--- config.mk ---
export PLATFORM = sky130hd
export DESIGN_NAME = ulv_shift_rot_reg
export DESIGN_NICKNAME = d
export VERILOG_FILES = /design/src/rtl/ulv_shift_pkg.sv /design/src/rtl/ulv_barrel_shifter.sv /design/src/rtl/ulv_shift_rot_reg.sv
export SDC_FILE = /design/constraint.sdc
export NUM_CORES = 1
export LEC_CHECK = 0
export CAP_MARGIN = 20
export CORE_MARGIN = 1.5
export CORE_UTILIZATION = 37
export CTS_CLUSTER_DIAMETER = 30
export CTS_CLUSTER_SIZE = 25
export DETAILED_ROUTE_END_ITERATION = 10
export GPL_ROUTABILITY_DRIVEN = 0
export PLACE_DENSITY = 0.58
export SLEW_MARGIN = 10
export SYNTH_ARGS = -nofsm -noshare
export SYNTH_HDL_FRONTEND = slang
export SYNTH_HIERARCHICAL = 1
export SYNTH_SLANG_ARGS = --single-unit
--- constraint.sdc ---
create_clock -name clk -period 3.9 [get_ports clk]
set_input_delay 0.39 -clock clk [delete_from_list [all_inputs] [get_ports clk]]
set_output_delay 0.39 -clock clk [all_outputs]
set_load 0.01 [all_outputs]
--- src/rtl/ulv_shift_pkg.sv ---
// Shared types for the shift/rotate register: operation encodings and serial FSM states.
package ulv_shift_pkg;

  typedef enum logic [2:0] {
    OP_HOLD = 3'b000,
    OP_SHL  = 3'b001,
    OP_SHR  = 3'b010,
    OP_SRA  = 3'b011,
    OP_ROL  = 3'b100,
    OP_ROR  = 3'b101,
    OP_LOAD = 3'b110,
    OP_SER  = 3'b111
  } shift_op_e;

  typedef enum logic {
    ST_IDLE  = 1'b0,
    ST_SHIFT = 1'b1
  } ser_state_e;

endpackage

--- src/rtl/ulv_barrel_shifter.sv ---
// Combinational barrel shifter/rotator; ops that do not shift pass data through unchanged.
module ulv_barrel_shifter
  import ulv_shift_pkg::*;
#(
  parameter int N = 8,
  localparam int AW = $clog2(N)
) (
  input  logic [N-1:0]  data,
  input  logic [AW-1:0] amt,
  input  shift_op_e     op,
  input  logic          si,
  output logic [N-1:0]  result
);

  logic [2*N-1:0] ext;

  // Shifting a double-width vector gives fill/rotate bits for free; amt=0 is identity.
  always_comb begin
    ext    = '0;
    result = data;
    case (op)
      OP_SHL: begin
        ext    = {data, {N{si}}} << amt;
        result = ext[2*N-1:N];
      end
      OP_SHR: begin
        ext    = {{N{si}}, data} >> amt;
        result = ext[N-1:0];
      end
      OP_SRA: begin
        ext    = {{N{data[N-1]}}, data} >> amt;
        result = ext[N-1:0];
      end
      OP_ROL: begin
        ext    = {data, data} << amt;
        result = ext[2*N-1:N];
      end
      OP_ROR: begin
        ext    = {data, data} >> amt;
        result = ext[N-1:0];
      end
      default: result = data;
    endcase
  end

endmodule

--- src/rtl/ulv_shift_rot_reg.sv ---
// N-bit shift/rotate register with parallel load and a serial-transmit FSM (N >= 2).
module ulv_shift_rot_reg
  import ulv_shift_pkg::*;
#(
  parameter int N         = 8,
  parameter int MSB_FIRST = 1,
  localparam int AW = $clog2(N)
) (
  input  logic          clk,
  input  logic          reset,
  input  logic          en,
  input  logic [2:0]    op,
  input  logic [AW-1:0] amt,
  input  logic          si,
  input  logic [N-1:0]  d,
  output logic [N-1:0]  q,
  output logic          so,
  output logic          busy,
  output logic          done
);

  localparam int CW = $clog2(N + 1);
  localparam logic [CW-1:0] CNT_LOAD = CW'(N);
  localparam logic [CW-1:0] CNT_ONE  = CW'(1);

  ser_state_e    state_q, state_d;
  logic [N-1:0]  q_q, q_d;
  logic [CW-1:0] cnt_q, cnt_d;
  logic          done_q, done_d;
  shift_op_e     op_e;
  logic [N-1:0]  shift_res;
  logic [N-1:0]  ser_next;

  assign op_e = shift_op_e'(op);

  ulv_barrel_shifter #(.N(N)) u_shifter (
    .data   (q_q),
    .amt    (amt),
    .op     (op_e),
    .si     (si),
    .result (shift_res)
  );

  // Serial shift moves bits toward the so end and fills the far end with si.
  assign ser_next = (MSB_FIRST != 0) ? {q_q[N-2:0], si} : {si, q_q[N-1:1]};

  always_comb begin
    state_d = state_q;
    q_d     = q_q;
    cnt_d   = cnt_q;
    done_d  = 1'b0;
    if (en) begin
      case (state_q)
        ST_IDLE: begin
          if (op_e == OP_SER) begin
            q_d     = d;
            cnt_d   = CNT_LOAD;
            state_d = ST_SHIFT;
          end else if (op_e == OP_LOAD) begin
            q_d = d;
          end else begin
            q_d = shift_res;
          end
        end
        ST_SHIFT: begin
          q_d   = ser_next;
          cnt_d = cnt_q - CNT_ONE;
          if (cnt_q == CNT_ONE) begin
            state_d = ST_IDLE;
            done_d  = 1'b1;
          end
        end
        default: state_d = ST_IDLE;
      endcase
    end
  end

  always_ff @(posedge clk or negedge reset) begin
    if (!reset) begin
      state_q <= ST_IDLE;
      q_q     <= '0;
      cnt_q   <= '0;
      done_q  <= 1'b0;
    end else begin
      state_q <= state_d;
      q_q     <= q_d;
      cnt_q   <= cnt_d;
      done_q  <= done_d;
    end
  end

  assign q    = q_q;
  assign so   = (MSB_FIRST != 0) ? q_q[N-1] : q_q[0];
  assign busy = (state_q == ST_SHIFT);
  assign done = done_q;

endmodule

# Word level (Yosys, flattened, before mapping)

Index checks and enable logic that the tools add are counted.

Output and inout bits: 11
Logic and storage cells: 35
Flip-flop bits (word level): 14
Input port bits: 18

Mux-type cells: 12
Bitwise gates (word level): 1
Equal/unequal tests: 10
Reduce and logical (&&, ||, !) cells: 2
Shift operators: 5
Add/sub/neg operators: 1

Operator list:

| operator                                                                | number |
|---|---|
| 16-bit by 3-bit right shift with 8-bit output                           | 3 |
| 8-bit case mux with 5 select lines                                      | 1 |
| 16-bit by 3-bit left shift with 16-bit output                           | 2 |
| 8-bit two-way mux                                                       | 2 |
| 8-bit case mux with 2 select lines                                      | 1 |
| 3-bit == test, second input constant                                    | 4 |
| 8-bit by 3-bit inequality test with 1-bit output, second input constant | 1 |
| 4-bit case mux with 2 select lines                                      | 1 |
| 3-bit by 2-bit == test with 1-bit output, second input constant         | 2 |
| 1-bit two-way mux                                                       | 5 |
| 4-bit by 1-bit == test with 1-bit output, second input constant         | 1 |
| 4-bit two-way mux                                                       | 1 |
| 2-bit AND reduction                                                     | 2 |
| 4-bit by 1-bit subtractor with 4-bit output, second input constant      | 1 |
| 3-bit by 1-bit == test with 1-bit output, second input constant         | 1 |
| 2-bit inequality test, second input constant                            | 1 |
| 1-bit case mux with 2 select lines                                      | 1 |
| 1-bit inverter                                                          | 1 |

# Logic depth before layout (Yosys ltp)

Depth after elaboration: 5
Depth in mapped cells: 10
Mapped depth without buffers: 7

# By module

The synthesis kept the hierarchy.

Modules (own cells, without submodules):

| module             | cells an instance | seq. area each (sq um) | times used | area an instance (sq um) |
|---|---|---|---|---|
| ulv_barrel_shifter | 169               | 0.0                    | 1          | 1256.2 |
| ulv_shift_rot_reg  | 74                | 350.3                  | 1          | 804.5 |

# Worst setup path after synthesis

No wires, ideal clock.

Path type: input to register
From: input amt[0]
To: register q_q[6] (netlist: q[6])
Setup time: 0.125 ns
Path buffers: 3
Stages on the path: 8
Setup slack: 1.912 ns
Arrival: 1.862 ns
Data required time: 3.775 ns
Cells stage by stage: buf_2 -> buf_4 -> buf_4 -> mux4_2 -> a22oi_1 -> o2111ai_1 -> mux2i_1 -> o21ai_1

Cells in the longest elaborated chain, start to end: 5
Elaborated cells on any way between the ends: 9
Classes of those cells: shift: 5; mux: 4

RTL lines:

| item                                                                        | line                     | RTL |
|---|---|---|
| start: declaration                                                          | ulv_shift_rot_reg.sv:13  | `input logic [AW-1:0] amt,` |
| 16-bit by 3-bit right shift with 8-bit output, or another cell as far along | ulv_barrel_shifter.sv:39 | `ext = {data, data} >> amt;` |
| 8-bit case mux with 5 select lines (*)                                      | ulv_barrel_shifter.sv:21 | `case (op)` |
| via shift_res[6]                                                            | ulv_shift_rot_reg.sv:31  | `logic [N-1:0] shift_res;` |
| 8-bit two-way mux (*)                                                       | ulv_shift_rot_reg.sv:59  | `end else if (op_e == OP_LOAD) begin` |
| 8-bit two-way mux (*)                                                       | ulv_shift_rot_reg.sv:55  | `if (op_e == OP_SER) begin` |
| 8-bit case mux with 2 select lines (*)                                      | ulv_shift_rot_reg.sv:53  | `case (state_q)` |
| end signal: assignment                                                      | ulv_shift_rot_reg.sv:86  | `q_q <= q_d;` |
| end: declaration                                                            | ulv_shift_rot_reg.sv:27  | `logic [N-1:0] q_q, q_d;` |

Mark *: on every way through the listed nets, which the timed path passes. The rest lies on a longest branch.
A chain may end at the register's enable or synchronous reset.

# Worst setup path in the final report

From: input op[2]
To: register q_q[2] (netlist: q[2])

Cells in the longest elaborated chain, start to end: 5
Elaborated cells on any way between the ends: 13
Classes of those cells: eq/ne: 8; mux: 4; reduce/logical: 1

RTL lines:

| item                                        | line                     | RTL |
|---|---|---|
| start: declaration                          | ulv_shift_rot_reg.sv:12  | `input logic [2:0] op,` |
| 3-bit == test, or another cell as far along | ulv_barrel_shifter.sv:21 |  |
| 8-bit case mux with 5 select lines (*)      | ulv_barrel_shifter.sv:21 |  |
| via shift_res[2]                            | ulv_shift_rot_reg.sv:31  |  |
| 8-bit two-way mux (*)                       | ulv_shift_rot_reg.sv:59  |  |
| 8-bit two-way mux (*)                       | ulv_shift_rot_reg.sv:55  |  |
| 8-bit case mux with 2 select lines (*)      | ulv_shift_rot_reg.sv:53  |  |

Marked as above.

==> results by group <==
Layout
  • Fillers: 523
  • Util after Layout: 45.05%
  • Design Area, Final: 0.002360 sq mm
  • Nets: 275
  • Area delta synth->final: 14.51%
  • Final std cells w/o fill: 324
  • Share of cells above drive strength 1: approximately 14%
  • Antenna Cells: 0

CTS
  • Post-CTS Resized: 0
  • Root Driver: clkbuf_8
  • Clk_lat worst skew: between 0.2 and 0.3 ns
  • CTS clock-pin slew for the worst setup and hold paths: 0.06 ns
  • Sink Count: 14
  • Total CTS buffers: 3
  • H-tree levels: 1
  • CTS Hold Bufs: 0
  • Clk buf depth: 2
  • Post-CTS Repair Setup Buffers: 0
  • TritonCTS clock tree: yes

Timing
  • Worst hold slack: 0.5326 ns
  • Fin. max-slew vios: 0
  • Fmax: 340.0 MHz
  • Min Clock Period, post-route: 2.941 ns
  • Worst slew pin tran: around 0.76 ns
  • Crit share post-route: 75.41%
  • Slew headroom: between 40% and 50%
  • Final setup skew: 0.002018 ns
  • RSZ-0062 raised after global routing: no
  • Setup TNS: 0 ns
  • Final setup fails: 0
  • Fin. Hold Viols: 0

Critical path
  • Slowest stage cell, crit path: clkdlybuf4s50_1
  • Startpoint Class: input pin
  • CP Cell Sequence: clkdlybuf4s50_1 -> or3b_1 -> a211oi_2 -> o32ai_1 -> o211ai_1 -> o311ai_1 -> mux2i_1 -> o21ai_1
  • CP endpoint kind: register
  • Flop2flop setup slack: between 1.5 and 2 ns
  • Critical path type: in -> reg
  • Worst Path Max Fanout: 20
  • Worst reg2reg path endpoint: q[5]$_DFFE_PN0P_
  • Worst R2R Path Depth: 7
  • R2R Path Start: q[7]$_DFFE_PN0P_
  • Critical Path RT: 4.03 ns
  • WP data arrival: 3.07 ns
  • Crit-path max cell delay: 0.94 ns

Drt
  • Drt first pass iters: 5
  • DRC violations left: 0
  • Via count: 2070
  • Routed wire length: 6589 um
  • Wire per inst: between 20 and 25 um
  • Iteration-0 DRC Markers: 273
  • DRT antenna net count: 0
  • Via/cell ratio: 6.389

Worst hold path
  • Worst Hold End: done$_DFF_PN0_
  • Hold_sp: cnt_q[2]$_DFFE_PN0P_
  • WHS Path Cells: 1
  • Hold Path Class: reg -> reg

Synthesis
  • Synth cell count leaders: nor2_1 (18), mux2i_1 (17), nand2_1 (17)
  • Sequential fraction of the synthesis area: 17.00%
  • Mapped cell area: 0.002061 sq mm
  • Syn_nets: 263
  • Synth area leaders: dfrtp_1 (17%), mux4_2 (9.8%), mux2i_1 (8.3%)
  • Synth Instances: roughly 240
  • Most used DFF post-synth: dfrtp_1
  • Unique masters post-synth: 69
  • Syn. warnings: 6
  • Number of flops mapped to enable cells by yosys: 0
  • Register bit total from synthesis: 14
  • Synth top area share: between 10% and 20%
  • Count leader, synth: nor2_1
  • Asr flop ratio synth: 100.0%
  • Synthesized area per cell: 8.480 sq um
  • Synth area leader: dfrtp_1

Placement
  • Detail Placement HPWL: approximately 4600 um
  • Post-DP Area: 0.002305 sq mm
  • Placed cell count: 320
  • Port Buffer Count: 28

Floorplanning
  • DIE WIDTH: 77.63 um
  • Core area: around 0.0052 sq mm
  • Die area: about 0.0060 sq mm
  • # IOs: 29
  • Starting Density: a little under 40%
  • Number of cell rows: 26
  • Die Y: 77.63 um

Run
  • Max_cap viols: 0

Pwr
  • Lkg Pwr: roughly 0.90 nW
  • Maximum VDD drop: 383.0 uV
  • Pwr dens: between 500 and 600 mW/mm^2

Global routing
  • First-pass GRT wire length: between 10000 and 15000 um
  • Largest net degree at the start of global routing: 24
  • Vias in the first global route: 1913
  • GR Overflow Total: 0
  • GRT Total Usage: 21.99%
  • Initial antenna violation count: 0

Run status
  • Status: completed
## layout make-up
cell class                      count  area [sq um]  share of cell area, %
Clock buffer                        4         55.05                  2.333
Inverter                            8         30.03                  1.273
Multi-Input combinational cell    196          1526                  64.69
Sequential cell                    14         350.3                  14.85
Tap cell                           70         87.58                  3.712
Timing Repair Buffer               32         310.3                  13.15
## flip-flops by register name, summed over array words and instances, names as in the netlist
signal and flops:
cnt_q 4, done 1, busy 1, q 8
## per-layer routing
layer / track usage, % / routed length [um] / vias to the layer above
met5: 0 / 0 / -
met4: 7.455 / 182 / 0
met3: 1.647 / 424 / 20
met2: 33.48 / 2943 / 109
met1: 32.51 / 3039 / 982
li1: - / - / 959
## per-stage QoR
stage / total power, W / setup slack (ns)
floorplan: 0.0008162 / 1.912
global placement: 0.001075 / 0.7807
detailed placement: 0.001070 / 0.7982
CTS: 0.001220 / 1.058
global route: 0.001301 / 0.8958
finish: 0.001222 / 0.9590
## power breakdown
| part | internal [W] | switching [W] | leakage (nW) |
|---|---|---|---|
| combinational | 0.000363 | 0.000304 | 0.696 |
| clock | 0.0000895 | 0.0000528 | 0.0288 |
| sequential | 0.000206 | 0.000207 | 0.173 |
| total | 0.000659 | 0.000564 | 0.899 |
## how the worst max path moves through the flow
stage | start | endpoint | slack [ns] | cells past startpoint
after floorplan | amt[0] | q[6]$_DFFE_PN0P_ | 1.91 | 8
after global placement | op[2] | q[2]$_DFFE_PN0P_ | 0.78 | 8
final | op[2] | q[2]$_DFFE_PN0P_ | 0.96 | 8
after detailed placement | op[2] | q[2]$_DFFE_PN0P_ | 0.80 | 8
after global routing | op[2] | q[2]$_DFFE_PN0P_ | 0.90 | 8
after CTS | op[2] | q[2]$_DFFE_PN0P_ | 1.06 | 8
## placed cells by master, fill, tap and decap left out, types with 4 or more instances in the layout
cell             synthesis  final
nand2_1                 17     17
o21ai_1                 10     10
nor2_1                  18     18
mux4_2                   9      9
nand2b_1                 4      4
o2111ai_1                4      4
o221ai_1                 4      4
nand3_1                  5      5
clkdlybuf4s50_1          0     28
a31oi_1                  9      9
buf_4                    4      4
inv_1                    7      7
clkbuf_8                 0      4
dfrtp_1                 14     14
nor2b_1                  9      9
o21ai_0                  9      9
a211o_1                  4      4
a21oi_1                 11     11
mux2i_1                 17     17
## cells by family (layout without fill, tap and decap cells)
kind of cell,count (synthesis),after routing,share of synthesized area (%)
mux,29,29,19.73
flops,14,14,17.00
compound gates,85,85,29.87
buf+inv,33,44,8.925
fa+ha+maj,2,2,1.214
simple gates,79,79,22.83
xor+xnor,1,1,0.4251
## critical path, delay by kind of cell
kind / cells / cell delay (ns)
compound gates: 5 / 1.00
mux: 1 / 0.19
buf+inv: 1 / 0.94
simple gates: 1 / 0.54
Power figures use the tool's default switching activity.
